### src/rtl/instructions.vh
// ALU opcode codes driven on ALU_sel, shared by the control unit and the datapath.
`ifndef INSTRUCTIONS_VH
`define INSTRUCTIONS_VH
`define A_ZERO 4'h0
`define A_ADD  4'h1
`define A_SUB  4'h2
`endif

### src/rtl/cu_pkg.sv
// Shared types for the control unit: opcodes, FSM states, instruction field slices
// and the bundle of registered datapath controls.
`include "instructions.vh"

package cu_pkg;

  typedef enum logic [3:0] {
    OP_NOOP  = 4'd0,
    OP_STORE = 4'd1,
    OP_LOAD  = 4'd2,
    OP_ADD   = 4'd3,
    OP_SUB   = 4'd4,
    OP_HALT  = 4'd5
  } opcode_t;

  typedef enum logic [3:0] {
    S_INIT   = 4'd0,
    S_FETCH  = 4'd1,
    S_DECODE = 4'd2,
    S_LOAD_A = 4'd3,
    S_LOAD_B = 4'd4,
    S_STORE  = 4'd5,
    S_ALU    = 4'd6,
    S_HALT   = 4'd7
  } state_t;

  // Instruction field slices (ir[HI:LO])
  localparam int F_OP_HI    = 15;
  localparam int F_OP_LO    = 12;
  localparam int F_RA_HI    = 11;
  localparam int F_RA_LO    = 8;
  localparam int F_RB_HI    = 7;
  localparam int F_RB_LO    = 4;
  localparam int F_RW_HI    = 3;
  localparam int F_RW_LO    = 0;
  localparam int F_LADDR_HI = 11;
  localparam int F_LADDR_LO = 4;
  localparam int F_SADDR_HI = 7;
  localparam int F_SADDR_LO = 0;

  typedef struct packed {
    logic [7:0] d_addr;
    logic       d_wr;
    logic       rf_s;
    logic       rf_w_en;
    logic [3:0] w_addr;
    logic [3:0] a_addr;
    logic [3:0] b_addr;
    logic [3:0] alu_sel;
    logic       halted;
  } ctrl_t;

  localparam ctrl_t CTRL_IDLE = '{
    d_addr:  8'h00,
    d_wr:    1'b0,
    rf_s:    1'b0,
    rf_w_en: 1'b0,
    w_addr:  4'h0,
    a_addr:  4'h0,
    b_addr:  4'h0,
    alu_sel: `A_ZERO,
    halted:  1'b0
  };

endpackage

### src/rtl/control_unit_pc_reg.sv
// Program counter: clearable, loadable W-bit register with a wrapping increment.
module pc_reg #(
  parameter int W = 7
) (
  input  logic         clk,
  input  logic         rst_n,
  input  logic         clr,
  input  logic         ld,
  input  logic [W-1:0] ld_val,
  input  logic         inc,
  output logic [W-1:0] q
);

  logic [W-1:0] q_r;

  // Counter register; clear beats load beats increment.
  always_ff @(posedge clk or negedge rst_n) begin
    if (!rst_n) begin
      q_r <= {W{1'b0}};
    end else if (clr) begin
      q_r <= {W{1'b0}};
    end else if (ld) begin
      q_r <= ld_val;
    end else if (inc) begin
      q_r <= q_r + {{(W-1){1'b0}}, 1'b1};
    end else begin
      q_r <= q_r;
    end
  end

  assign q = q_r;

endmodule

### src/rtl/control_unit.sv
// Fetch/decode/execute sequencer driving the datapath controls from state and IR.
// Optional CU_ILLEGAL_HALT_EN: illegal opcodes halt and raise illegal_o.
`include "instructions.vh"

module control_unit
  import cu_pkg::*;
#(
  parameter int I_ADDR_W = 7,
  parameter int D_ADDR_W = 8,
  parameter int R_ADDR_W = 4
) (
  input  logic                clk,
  input  logic                rst_n,
  input  logic                run,
  input  logic [15:0]         i_data,
  output logic [I_ADDR_W-1:0] i_addr,
  output logic [D_ADDR_W-1:0] D_addr,
  output logic                D_wr,
  output logic                RF_s,
  output logic                RF_W_en,
  output logic [R_ADDR_W-1:0] RF_W_addr,
  output logic [R_ADDR_W-1:0] RF_A_addr,
  output logic [R_ADDR_W-1:0] RF_B_addr,
  output logic [3:0]          ALU_sel,
  output logic                halted,
  output logic [3:0]          state_o,
  output logic [15:0]         ir_o
`ifdef CU_ILLEGAL_HALT_EN
  ,output logic               illegal_o
`endif
);

  state_t        state_r, state_next_s;
  logic [15:0]   ir_r, ir_next_s;
  ctrl_t         ctrl_r;
  logic          pc_inc_s;
  logic          pc_clr_s;
  logic [I_ADDR_W-1:0] pc_s;
`ifdef CU_ILLEGAL_HALT_EN
  logic          illegal_r, illegal_set_s;
`endif

  // Datapath controls asserted while sitting in state s with instruction ir.
  function automatic ctrl_t ctrl_decode(input state_t s, input logic [15:0] ir);
    ctrl_t c;
    c = CTRL_IDLE;
    case (s)
      S_LOAD_A: begin
        c.d_addr = ir[F_LADDR_HI:F_LADDR_LO];
      end
      S_LOAD_B: begin
        c.d_addr  = ir[F_LADDR_HI:F_LADDR_LO];
        c.rf_s    = 1'b0;
        c.rf_w_en = 1'b1;
        c.w_addr  = ir[F_RW_HI:F_RW_LO];
      end
      S_STORE: begin
        c.a_addr = ir[F_RA_HI:F_RA_LO];
        c.d_addr = ir[F_SADDR_HI:F_SADDR_LO];
        c.d_wr   = 1'b1;
      end
      S_ALU: begin
        c.a_addr  = ir[F_RA_HI:F_RA_LO];
        c.b_addr  = ir[F_RB_HI:F_RB_LO];
        c.w_addr  = ir[F_RW_HI:F_RW_LO];
        c.alu_sel = (ir[F_OP_HI:F_OP_LO] == OP_SUB) ? `A_SUB : `A_ADD;
        c.rf_s    = 1'b1;
        c.rf_w_en = 1'b1;
      end
      S_HALT: begin
        c.halted = 1'b1;
      end
      default: begin
        c = CTRL_IDLE;
      end
    endcase
    return c;
  endfunction

  assign pc_clr_s = (state_r == S_INIT);

  pc_reg #(.W(I_ADDR_W)) u_pc (
    .clk    (clk),
    .rst_n  (rst_n),
    .clr    (pc_clr_s),
    .ld     (1'b0),
    .ld_val ({I_ADDR_W{1'b0}}),
    .inc    (pc_inc_s),
    .q      (pc_s)
  );

  // Next-state, IR capture and PC advance.
  always_comb begin
    state_next_s = state_r;
    ir_next_s    = ir_r;
    pc_inc_s     = 1'b0;
`ifdef CU_ILLEGAL_HALT_EN
    illegal_set_s = 1'b0;
`endif
    case (state_r)
      S_INIT: begin
        if (run) begin
          state_next_s = S_FETCH;
        end else begin
          state_next_s = S_INIT;
        end
      end
      S_FETCH:  state_next_s = S_DECODE;
      S_DECODE: begin
        ir_next_s = i_data;
        pc_inc_s  = 1'b1;
        case (i_data[F_OP_HI:F_OP_LO])
          OP_NOOP:  state_next_s = S_FETCH;
          OP_STORE: state_next_s = S_STORE;
          OP_LOAD:  state_next_s = S_LOAD_A;
          OP_ADD:   state_next_s = S_ALU;
          OP_SUB:   state_next_s = S_ALU;
          OP_HALT:  state_next_s = S_HALT;
          default: begin
`ifdef CU_ILLEGAL_HALT_EN
            state_next_s  = S_HALT;
            illegal_set_s = 1'b1;
`else
            state_next_s = S_FETCH;
`endif
          end
        endcase
      end
      S_LOAD_A: state_next_s = S_LOAD_B;
      S_LOAD_B: state_next_s = S_FETCH;
      S_STORE:  state_next_s = S_FETCH;
      S_ALU:    state_next_s = S_FETCH;
      S_HALT:   state_next_s = S_HALT;
      default:  state_next_s = S_INIT;
    endcase
  end

  // State, IR and output registers; controls are precomputed for the state being entered.
  always_ff @(posedge clk or negedge rst_n) begin
    if (!rst_n) begin
      state_r <= S_INIT;
      ir_r    <= 16'h0000;
      ctrl_r  <= CTRL_IDLE;
    end else begin
      state_r <= state_next_s;
      ir_r    <= ir_next_s;
      ctrl_r  <= ctrl_decode(state_next_s, ir_next_s);
    end
  end

`ifdef CU_ILLEGAL_HALT_EN
  // Sticky illegal-opcode flag, cleared only by reset.
  always_ff @(posedge clk or negedge rst_n) begin
    if (!rst_n) begin
      illegal_r <= 1'b0;
    end else if (illegal_set_s) begin
      illegal_r <= 1'b1;
    end else begin
      illegal_r <= illegal_r;
    end
  end

  assign illegal_o = illegal_r;
`endif

  assign i_addr    = pc_s;
  assign D_addr    = ctrl_r.d_addr;
  assign D_wr      = ctrl_r.d_wr;
  assign RF_s      = ctrl_r.rf_s;
  assign RF_W_en   = ctrl_r.rf_w_en;
  assign RF_W_addr = ctrl_r.w_addr;
  assign RF_A_addr = ctrl_r.a_addr;
  assign RF_B_addr = ctrl_r.b_addr;
  assign ALU_sel   = ctrl_r.alu_sel;
  assign halted    = ctrl_r.halted;
  assign state_o   = state_r;
  assign ir_o      = ir_r;

endmodule

### config.mk
export PLATFORM = sky130hd
export DESIGN_NAME = control_unit
export DESIGN_NICKNAME = d
export VERILOG_FILES = /design/src/rtl/cu_pkg.sv /design/src/rtl/control_unit_pc_reg.sv /design/src/rtl/control_unit.sv
export VERILOG_INCLUDE_DIRS = /design/src /design/src/rtl
export SDC_FILE = /design/constraint.sdc
export NUM_CORES = 1
export LEC_CHECK = 0
export ABC_AREA = 1
export ABC_CLOCK_PERIOD_IN_PS = 1900
export CORE_MARGIN = 5
export CORE_UTILIZATION = 40
export CTS_BUF_LIST = sky130_fd_sc_hd__clkbuf_8
export DETAILED_ROUTE_END_ITERATION = 10
export GPL_TIMING_DRIVEN = 0
export PLACE_DENSITY = 0.76
export SLEW_MARGIN = 20
export SYNTH_ARGS = -nofsm -noshare
export SYNTH_HDL_FRONTEND = slang
export SYNTH_SLANG_ARGS = --single-unit
### constraint.sdc
create_clock -name clk -period 1.9 [get_ports clk]
set_input_delay 0.38 -clock clk [delete_from_list [all_inputs] [get_ports clk]]
set_output_delay 0.38 -clock clk [all_outputs]
set_load 0.02 [all_outputs]
### Word level (Yosys, flattened, before mapping)

Index checks and enable logic that the tools add are counted.

| operators by class | value |
|---|---|
| add/sub/neg operators | 1 |
| equal/unequal tests | 18 |
| multiplexer cells | 14 |
| reductions and logical operators | 6 |

Operator list:

| operator | number |
|---|---|
| $eq 4x3->1 const B | 11 |
| $pmux 4 s6 | 1 |
| $eq 4x2->1 const B | 5 |
| $mux 16 | 1 |
| $pmux 8 s2 | 1 |
| $mux 7 | 2 |
| $pmux 3 s4 | 1 |
| $pmux 6 s2 | 1 |
| $eq 4x1->1 const B | 2 |
| $mux 8 | 1 |
| $add 7x1->7 const B | 1 |
| $reduce_or 2->1 | 3 |
| $logic_not 4->1 | 1 |
| $mux 1 | 4 |
| $mux 4 | 1 |
| $reduce_or 3->1 | 1 |
| $mux 2 | 1 |
| $reduce_bool 2->1 | 1 |

| word-level totals | value |
|---|---|
| register bits after elaboration | 55 |
| input bits | 19 |
| logic and storage cells | 51 |

### Longest topological paths before layout

| depth | value |
|---|---|
| word-level depth | 7 |
| depth in mapped cells | 10 |

### Modules after synthesis

A second synthesis with hierarchy kept.

| second synthesis, totals | value |
|---|---|
| cells, all modules | 256 |
| area, all modules | 2373.5 µm² |

Modules (own cells, without submodules):

| module | times used | cells an instance | area an instance (µm²) | seq. area each (µm²) |
|---|---|---|---|---|
| control_unit | 1 | 184 | 1870.5 | 1126.1 |
| pc_reg | 1 | 72 | 503.0 | 175.2 |

### Worst setup path after synthesis

OpenSTA, ideal clock, no wires.

| timing path | value |
|---|---|
| path kind | flip-flop to flip-flop |
| start point | register state_r[1] (netlist: state_o[1]) |
| end point | register ctrl_r, in the netlist ALU_sel[0] |
| arrival | 1.381 ns |
| path slack | 0.400 ns |
| cell stages (with the launch flop) | 8 |
| path buffers | 1 |
| clock period less this slack | 1.500 ns |
| path through | dfrtp_1 -> buf_2 -> nand2_2 -> inv_4 -> or2_2 -> o21ai_0 -> nand3_1 -> and2_1 |

| between the ends | value |
|---|---|
| cells in the longest elaborated chain, start to end | 5 |
| elaborated cells between the ends (all ways) | 15 |

RTL lines:

| what | line | source |
|---|---|---|
| start, declared | control_unit.sv:33 | `state_t state_r, state_next_s;` |
| start signal, assigned | control_unit.sv:145 | `state_r <= state_next_s;` |
| $eq 4x3->1 / $eq 4x2->1 (equally long branches) | control_unit.sv:100 | `case (state_r)` |
| $reduce_or 3->1 (no source line) / $mux 16 (equally long branches) | -- |  |
| $pmux 4 s6 / $eq 4x3->1 (equally long branches) | control_unit.sv:100, control_unit.sv:66 |  |
| $eq 4x3->1 / $mux 2 (equally long branches) | -- |  |
| $mux 8 (*) | control_unit.sv:47 | `case (s)` |
| end signal, assigned | control_unit.sv:147 | `ctrl_r <= ctrl_decode(state_next_s, ir_next_s);` |
| end, declared | control_unit.sv:35 | `ctrl_t ctrl_r;` |

Mark *: on every way between the ends. The rest lies on a longest branch, timed or not.
A chain may end at the register's enable or synchronous reset.

### Final worst setup path

| timing path | value |
|---|---|
| start point | register state_r[0] (netlist: state_o[0]) |
| end point | output state_o[0] |

RTL lines:

| what | line | source |
|---|---|---|
| end, declared | control_unit.sv:26 | `output logic [3:0] state_o,` |

No word-level cell between the ends.

==> out/metrics.cfg <==
[critical_path]
slowest_stage=clkdlybuf4s50_1
start_kind=flop
r2r_cells=10
crit_chain=clkdlybuf4s50_1
critPathKind=reg -> out
max_stage_delay_ns=0.66
cp-end-kind=primary output
timing.rr.start=state_o[0]
crit_fanout=5
worstPathRequired_ns=1.52
cp_top_family=buffers and inverters
r2r_slack_ns=0.24
critPathBufInv=1
worst-endpoint-arrival_ns=1.41
reg2reg_to=D_addr[0]

[synth]
yosysWarnings=0
synthTopCellsByCount=nand2_1, dfrtp_1, nor2_1
postSynthAreaPerCell_sq_um=9.47
yosysSeqAreaShare_pct=59.5
syn-cell-area_sq_um=2190
ys_types=28
synth_edf_count=0
synth_top_area_cell=dfrtp_1
synth_area_leaders=dfrtp_1, nand2_1, nor2_1, inv_1, a21oi_1
synth_most_common_cell=nand2_1
ys.flop_type=dfrtp_1
synth_top_area_share_pct=59.5
ys_seq_elements=52
synth-async-reset-ratio_pct=100
synthCells=231

[sta]
slew_viol_final=0
finalClockSkew_ns=0.00928
hold_violations=0
tns_ns=0
setup_violations=0
worst_pin_slew_ns=0.651
fmax_mhz=559
rsz0062_at_grt=no
finalCritPeriodShare_pct=94.2
fin_ws_ns=0.110
fin_crit_ns=1.79
slew_headroom_pct=56.6

[grt]
track_usage_pct=15.7
antenna_found_initial=0
grt_pass1_vias=1806
grt_pass1_wl_mm=8.74
grt_max_degree=53
grt-ovfl-total=0

[floorplanning]
io_pins=74
die_h_um=83.9
num_rows=27
dieArea_sq_um=7050
coreArea_sq_um=5410
start_util_pct=40.5
dieWidth_um=83.9

[clock_network]
clk_path_buf_depth=2
htree_num_levels=2
cts-root-buf=clkbuf_8
clk_pin_slew_ns=0.09
cts_hold_buffers=0
cts_sinks=52
post_cts_buffers=0
cts_tree=built
post_cts_resize_count=0
cts_inserted_buffers=5
clk_latency_ns=0.31

[placement]
port_buffers=70
dp_slack_ns=-0.104
dp_hpwl_mm=3.76
dp.cells=375
gp_congestion=0.869

[routing]
drt_iter0_markers=125
remaining_drc_errors=0
drt-total-wl_mm=5.15
viasPerCell=4.62
routedWlPerCell_um=13.4
antenna_left=0
vias=1770
first_pass_iters=4

[power]
vdd_ir_drop_max_mv=0.769
swShare_pct=42.9
sequentialPowerShare_pct=34.2
clkPwrFrac_pct=13.5
combPwrFrac_pct=52.2
cellLeakagePower_uw=0.00146
p_per_area_nw_per_um2=1530
total_power_uw=4700
internal-power_uw=2680
p_switching_uw=2010

[cells_and_area]
drive_above_1_share_pct=12.5
diodes=0
final_cells=383
nNetsFinal=330
area_growth_syn_to_layout_pct=40.5

[run]
max_cap_viol_count=0

[run_status]
status=complete, no violations

[worst_hold_path]
hp-class=in -> async

## stage by stage
| step | hold slack [ns] | area [sq um] | util (%) |
|---|---|---|---|
| after global placement | 0.488 | 2990 | 55.2 |
| after detailed placement | 0.454 | 2980 | 55.2 |
| after floorplan | 0.0844 | 2190 | - |
| after CTS | 0.112 | 3070 | 56.9 |
| after global routing | 0.140 | 3070 | 56.9 |
| final | 0.0860 | 3070 | 56.9 |
## registers in the layout (all words and copies together) (netlist names), 2 cells and up
register / cells
ALU_sel: 2
D_addr: 8
RF_A_addr: 4
RF_B_addr: 4
RF_W_addr: 4
ir_o: 16
state_o: 3
u_pc.q: 7
## power groups by stage
| stage | Sequential [uW] | Combinational [uW] | Clock (uW) |
|---|---|---|---|
| 2_1_floorplan | 2020 | 1070 | 0 |
| 3_3_place_gp | 1620 | 2450 | 0 |
| 3_5_place_dp | 1630 | 2470 | 0 |
| 4_1_cts | 1610 | 2490 | 658 |
| 5_1_grt | 1650 | 2700 | 717 |
| 6_report | 1610 | 2450 | 636 |
## layout by cell type (no fill, tap or decap), types with 2 or more instances in the layout
master           instances
inv_1                   18
or2_2                    5
clkdlybuf4s50_1         69
a21oi_1                 13
o21ai_1                  7
nor2_1                  20
nand3_1                  5
dfrtp_1                 52
nand2_1                 71
nand2_2                  4
nand2_4                  2
o21ai_0                  6
nor2_2                   2
nand3_2                  3
conb_1                   3
buf_4                    7
clkbuf_8                 5
nor3b_1                  4
## worst reg2reg max path: stages, from the launching register on
cell and delay (ns):
dfrtp_1 0.45, nor2_4 0.21, nand2_2 0.10, inv_4 0.13, nand3_2 0.08, nand2_2 0.08, buf_6 0.15, nand3_2 0.09
nand2_2 0.16, nand2_1 0.09, nand2_1 0.07
## area by class of cell
class                      instances  area [sq um]
timing repair buffer              70           698
inverter                          20          77.6
fill                             492          2330
sequential                        52          1300
buffer                             8          61.3
multi-input combinational        153           754
clock buffer                       5          68.8
tap                               72          90.1
clock inverter                     3          21.3
## per-layer routing
layer	track usage, %	vias to the layer above	routed length, um
li1	-	876	-
met1	20.8	829	2310
met2	24.9	56	2400
met3	4.15	9	338
met4	5.70	0	107
met5	0	-	0
## worst max-delay path by stage
| stage | start | end | slack, ns | depth (start not counted) |
|---|---|---|---|---|
| floorplan | state_o[1] | ALU_sel[0] | 0.40 | 7 |
| global placement | rst_n | RF_W_addr[0] | -1.07 | 1 |
| detailed placement | i_data[13] | D_addr[0] | -0.10 | 9 |
| CTS | state_o[0] | state_o[0] | 0.09 | 1 |
| global route | u_pc.q[0] | i_addr[0] | 0.03 | 1 |
| finish | state_o[0] | state_o[0] | 0.11 | 1 |
## kinds of logic after synthesis
logic type	after synthesis	share of synthesized area, %
AND/OR/NAND/NOR	122	27.1
flip-flops	52	59.5
buffers and inverters	28	6.35
AO/OA/AOI/OAI	26	5.95
XOR/XNOR	1	0.401
adder cells (fa/ha/maj)	1	0.572
other	1	0.171
No activity file was read; power rests on OpenSTA's default activity.
